### src/rtl/sram_mbist.sv
// sram_mbist: March C- self-test controller that owns an SRAM port set while busy.
// Every read is checked against its background and the first miss is captured.
module sram_mbist #(
  parameter int ADDR_W = 4,
  parameter int DATA_W = 8,
  parameter int RD_LAT = 1
) (
  input  logic              clk,
  input  logic              rst,
  input  logic              start,
  output logic              busy,
  output logic              done,
  output logic              pass,
  output logic [ADDR_W-1:0] fail_addr,
  output logic [2:0]        fail_elem,
  output logic [DATA_W-1:0] fail_data,
  output logic              mem_we,
  output logic [ADDR_W-1:0] mem_addr,
  output logic [DATA_W-1:0] mem_din,
  input  logic [DATA_W-1:0] mem_dout
);

  localparam logic [1:0] S_IDLE  = 2'd0;
  localparam logic [1:0] S_RUN   = 2'd1;
  localparam logic [1:0] S_DRAIN = 2'd2;
  localparam logic [1:0] S_DONE  = 2'd3;

  localparam logic [ADDR_W-1:0] A_TOP = '1;
  localparam logic [ADDR_W-1:0] A_BOT = '0;

  logic [1:0]        state_q, state_d;
  logic [2:0]        elem_q, elem_d;
  logic [ADDR_W-1:0] addr_q, addr_d;
  logic              ph_q, ph_d;
  logic [1:0]        cnt_q, cnt_d;
  logic              err_q, err_d;
  logic              pass_q, pass_d;
  logic [ADDR_W-1:0] faddr_q, faddr_d;
  logic [2:0]        felem_q, felem_d;
  logic [DATA_W-1:0] fdata_q, fdata_d;

  logic [RD_LAT-1:0] pv_q;
  logic [RD_LAT-1:0] pbg_q;
  logic [2:0]        pel_q [RD_LAT];
  logic [ADDR_W-1:0] pad_q [RD_LAT];

  logic run, pair, desc, last;
  logic wr_op, rd_op, rd_bg, wr_bg, hit;

  assign run   = (state_q == S_RUN);
  assign pair  = (elem_q != 3'd0) && (elem_q != 3'd5);
  assign desc  = (elem_q == 3'd3) || (elem_q == 3'd4);
  assign last  = desc ? (addr_q == A_BOT)
                      : (addr_q == A_TOP);
  assign wr_op = (elem_q == 3'd0) || (pair && ph_q);
  assign rd_op = (elem_q != 3'd0) && !(pair && ph_q);
  assign rd_bg = (elem_q == 3'd2) || (elem_q == 3'd4);
  assign wr_bg = (elem_q == 3'd1) || (elem_q == 3'd3);
  assign hit   = pv_q[RD_LAT-1] &&
                 (mem_dout != {DATA_W{pbg_q[RD_LAT-1]}});

  assign busy      = run || (state_q == S_DRAIN);
  assign done      = (state_q == S_DONE);
  assign pass      = pass_q;
  assign fail_addr = faddr_q;
  assign fail_elem = felem_q;
  assign fail_data = fdata_q;
  assign mem_we    = run && wr_op;
  assign mem_addr  = addr_q;
  // elem_q parks on M5 after a run, so din keeps M4's w0 value
  assign mem_din   = {DATA_W{wr_bg}};

  always_comb begin
    state_d = state_q;
    elem_d  = elem_q;
    addr_d  = addr_q;
    ph_d    = ph_q;
    cnt_d   = cnt_q;
    err_d   = err_q;
    pass_d  = pass_q;
    faddr_d = faddr_q;
    felem_d = felem_q;
    fdata_d = fdata_q;
    if (hit && !err_q) begin
      err_d   = 1'b1;
      faddr_d = pad_q[RD_LAT-1];
      felem_d = pel_q[RD_LAT-1];
      fdata_d = mem_dout;
    end
    unique case (state_q)
      S_IDLE: begin
        if (start) begin
          state_d = S_RUN;
          elem_d  = 3'd0;
          addr_d  = A_BOT;
          ph_d    = 1'b0;
          err_d   = 1'b0;
          pass_d  = 1'b0;
          faddr_d = '0;
          felem_d = '0;
          fdata_d = '0;
        end
      end
      S_RUN: begin
        if (pair && !ph_q) begin
          ph_d = 1'b1;
        end else begin
          ph_d = 1'b0;
          if (!last) begin
            addr_d = desc ? addr_q - 1'b1
                          : addr_q + 1'b1;
          end else if (elem_q == 3'd5) begin
            state_d = S_DRAIN;
            cnt_d   = 2'(RD_LAT - 1);
          end else begin
            elem_d = elem_q + 3'd1;
            addr_d = (elem_q == 3'd2 || elem_q == 3'd3)
                     ? A_TOP : A_BOT;
          end
        end
      end
      S_DRAIN: begin
        if (cnt_q == 2'd0) begin
          state_d = S_DONE;
          pass_d  = ~err_d;
        end else begin
          cnt_d = cnt_q - 2'd1;
        end
      end
      S_DONE:  state_d = S_IDLE;
      default: state_d = S_IDLE;
    endcase
  end

  always_ff @(posedge clk or posedge rst) begin
    if (rst) begin
      state_q <= S_IDLE;
      elem_q  <= 3'd0;
      addr_q  <= '0;
      ph_q    <= 1'b0;
      cnt_q   <= 2'd0;
      err_q   <= 1'b0;
      pass_q  <= 1'b0;
      faddr_q <= '0;
      felem_q <= '0;
      fdata_q <= '0;
    end else begin
      state_q <= state_d;
      elem_q  <= elem_d;
      addr_q  <= addr_d;
      ph_q    <= ph_d;
      cnt_q   <= cnt_d;
      err_q   <= err_d;
      pass_q  <= pass_d;
      faddr_q <= faddr_d;
      felem_q <= felem_d;
      fdata_q <= fdata_d;
    end
  end

  always_ff @(posedge clk or posedge rst) begin
    if (rst) begin
      pv_q  <= '0;
      pbg_q <= '0;
      for (int i = 0; i < RD_LAT; i++) begin
        pel_q[i] <= '0;
        pad_q[i] <= '0;
      end
    end else begin
      pv_q[0]  <= run && rd_op;
      pbg_q[0] <= rd_bg;
      pel_q[0] <= elem_q;
      pad_q[0] <= addr_q;
      for (int i = 1; i < RD_LAT; i++) begin
        pv_q[i]  <= pv_q[i-1];
        pbg_q[i] <= pbg_q[i-1];
        pel_q[i] <= pel_q[i-1];
        pad_q[i] <= pad_q[i-1];
      end
    end
  end

endmodule

### config.mk
export PLATFORM = sky130hd
export DESIGN_NAME = sram_mbist
export DESIGN_NICKNAME = d
export VERILOG_FILES = /design/src/rtl/sram_mbist.sv
export SDC_FILE = /design/constraint.sdc
export NUM_CORES = 1
export LEC_CHECK = 0
export CAP_MARGIN = 20
export CORE_UTILIZATION = 55
export CTS_CLUSTER_DIAMETER = 60
export DETAILED_ROUTE_END_ITERATION = 12
export GPL_ROUTABILITY_DRIVEN = 0
export PLACE_DENSITY = 0.84
export SLEW_MARGIN = 30
export SYNTH_ARGS = -nofsm -noshare
export SYNTH_HDL_FRONTEND = slang
export SYNTH_SLANG_ARGS = --single-unit
### constraint.sdc
create_clock -name clk -period 3.3 [get_ports clk]
set_clock_uncertainty 0.05 [all_clocks]
set_input_delay 0.99 -clock clk [delete_from_list [all_inputs] [get_ports clk]]
set_output_delay 0.99 -clock clk [all_outputs]
set_load 0.005 [all_outputs]
==> metrics <==
Num CTS Buffers 5; post-synth top area cell dfrtp_1; max-slew violation count 0; post-route DRC violation count 0; register area share after synthesis 47.3%; wire length per cell 14.1 um; CP top delay family buffers and inverters; Mapped Cells 188; Period minus WS final 3170 ps; critical path's slowest cell clkdlybuf4s50_1; Worst Path Arrival 2130 ps; Initial Utilization 58.9%; first-pass GRT wire length 6740 um; clk slew on worst S/H paths 100 ps; Syn Area/Cell 10.7 um2; Final setup viols 0; most frequent cells in the layout 41 x clkdlybuf4s50_1, 38 x dfrtp_1, 29 x nor2_1, 16 x mux2i_1, 13 x ha_1; synth unique cells 41; cell area after synthesis 2010 um2; final core occ 73.2%; status finished clean; Final Cell Area 2500 um2; peak supply drop 0.259 mV; TritonRoute pass-1 iters 4; Remaining Overflow, GRT 0; Fin. Hold Viols 0; CTS Root Cell clkbuf_4; post-synth top area share 47.3%; syn nets 213; CP Max Fanout 5; CP peak stage delay 520 ps; Seq cells post-synth 38; WHS 427 ps; Placed Instance Area 2420 um2; max_cap viols 0; vias in the first global route 1,533; worst path cell trace inv_1 -> ha_1 -> nor2b_2 -> nor2_1 -> nor2_1 -> clkdlybuf4s50_1; PortBufs 41; CTS tree done; via/cell ratio 5.43; CTS Sinks 38; initial antenna violation count 0; DIE WIDTH 62.5 um; 1st-iter DRT viols 43; RSZ-0062 raised after global routing false; Core Rows 21; worst endpoint required time 2260 ps; IO Pins 42; sequential cell area 951 um2; ys async rst share 100%; clock latency on the worst-skew pair 330 ps; Worst setup EP type output pin; Yosys warning count 0; kind of critical path flop to output pin; die span in y 62.5 um; fmax 0.315 GHz; CP bufs+invs 2; Nets 253; largest net degree at the start of global routing 39; Ant. Diodes 0; P_leak 1.14 nW; fill count 256; most common cell after layout, fill and taps aside clkdlybuf4s50_1; core area 3420 um2; Startpoint Class flop; htree depth 2; die area 3900 um2; post-route ant nets 0; Syn-to-layout area delta 24.3%; CP dominant cell by count nor2_1; DRT Wirelength 3870 um; clk buf depth 2; Power Density 521 nW/um2; area of the multi-input gates 918 um2; via count 1,493; GRT Resource Usage Total 21.9%; max_slew headroom 63.6%; ys flop type dfrtp_1; Min-Delay Path Class flop to flop; power consumption 1.30 mW; Total Neg Setup Slack 0 ps; number of flops mapped to enable cells by yosys 0; placed wire-length estimate 2930 um; layout cells sized above 1 9.17%; slew of the pin with the lowest slew margin 545 ps; ranking of synthesized cells by area dfrtp_1 47%, ha_1 8.1%, mux2i_1 8.0%; fin crit share 96.1%
-- power by group --
part | total (mW) | switching, mW | internal, mW
clock | 0.297 | 0.136 | 0.161
sequential | 0.536 | 0.0351 | 0.501
combinational | 0.468 | 0.242 | 0.225
-- per-layer routing --
layer  vias to the layer above  global-route usage [%]  share of wire, %
met4                         0                    8.14               1.4
met3                         7                    4.38               4.2
li1                        720                       -                 -
met2                        40                    37.5                50
met5                         -                       0                 0
met1                       726                    27.2                45
-- synthesized netlist by cell type, drive strengths merged, types with 2 or more instances --
master,number
dfrtp,38
nor2,29
mux2i,17
ha,13
inv,12
buf,11
nand2,9
o21ai,8
a21o,6
o32ai,4
a21oi,3
mux2,3
nor2b,3
nor3,3
a31oi,2
clkbuf,2
nand2b,2
nand3,2
nand4,2
or3,2
or4,2
-- cell families (layout without fill, tap and decap cells) --
group	Yosys count	in the layout	synth area share [%]
multiplexers	20	20	10.8
XOR/XNOR	2	2	0.871
flip-flops	38	38	47.3
adder cells (fa/ha/maj)	14	14	9.09
AO/OA/AOI/OAI	32	32	11.9
buffers and inverters	26	67	7.16
AND/OR/NAND/NOR	56	56	12.9
-- final timing paths --
path,to,slack (ps),depth (start not counted),start
min in group asynchronous,fail_data[6],1000,3,rst
min reg2reg,pel_q[0],430,0,elem_q[0]
min,pel_q[0],430,0,elem_q[0]
max,mem_we,130,6,elem_q[0]
max in group asynchronous,fail_elem[0],1880,3,rst
max reg2reg,mem_addr[3],690,8,state_q[1]
-- metrics by stage --
step                setup slack, ps  cells
detailed placement              238    267
global placement                320    267
CTS                            66.2    275
floorplan                       753    188
global route                   13.8    275
finish                          128    275
-- registers in the layout (all words and copies together), names as in the netlist, 2 cells and up --
name / count
fail_data: 8
pel_q: 3
pad_q: 4
elem_q: 3
cnt_q: 2
fail_addr: 4
mem_addr: 4
fail_elem: 3
state_q: 2
-- cell type report --
cell class,count,area share [%]
multi-input combinational,124,36.8
timing repair buffer,46,17.9
clock inverter,1,1.20
inverter,13,1.95
tap,46,2.30
sequential,38,38.1
clock buffer,7,1.80
-- repair_timing --
| item | 4_1_cts | 5_1_grt |
|---|---|---|
| buffers inserted | 0 | 0 |
| hold buffers | 0 | 0 |
| resized for setup | 0 | 2 |
| setup endpoints to repair | 0 | 1 |
Power figures use the tool's default switching activity.
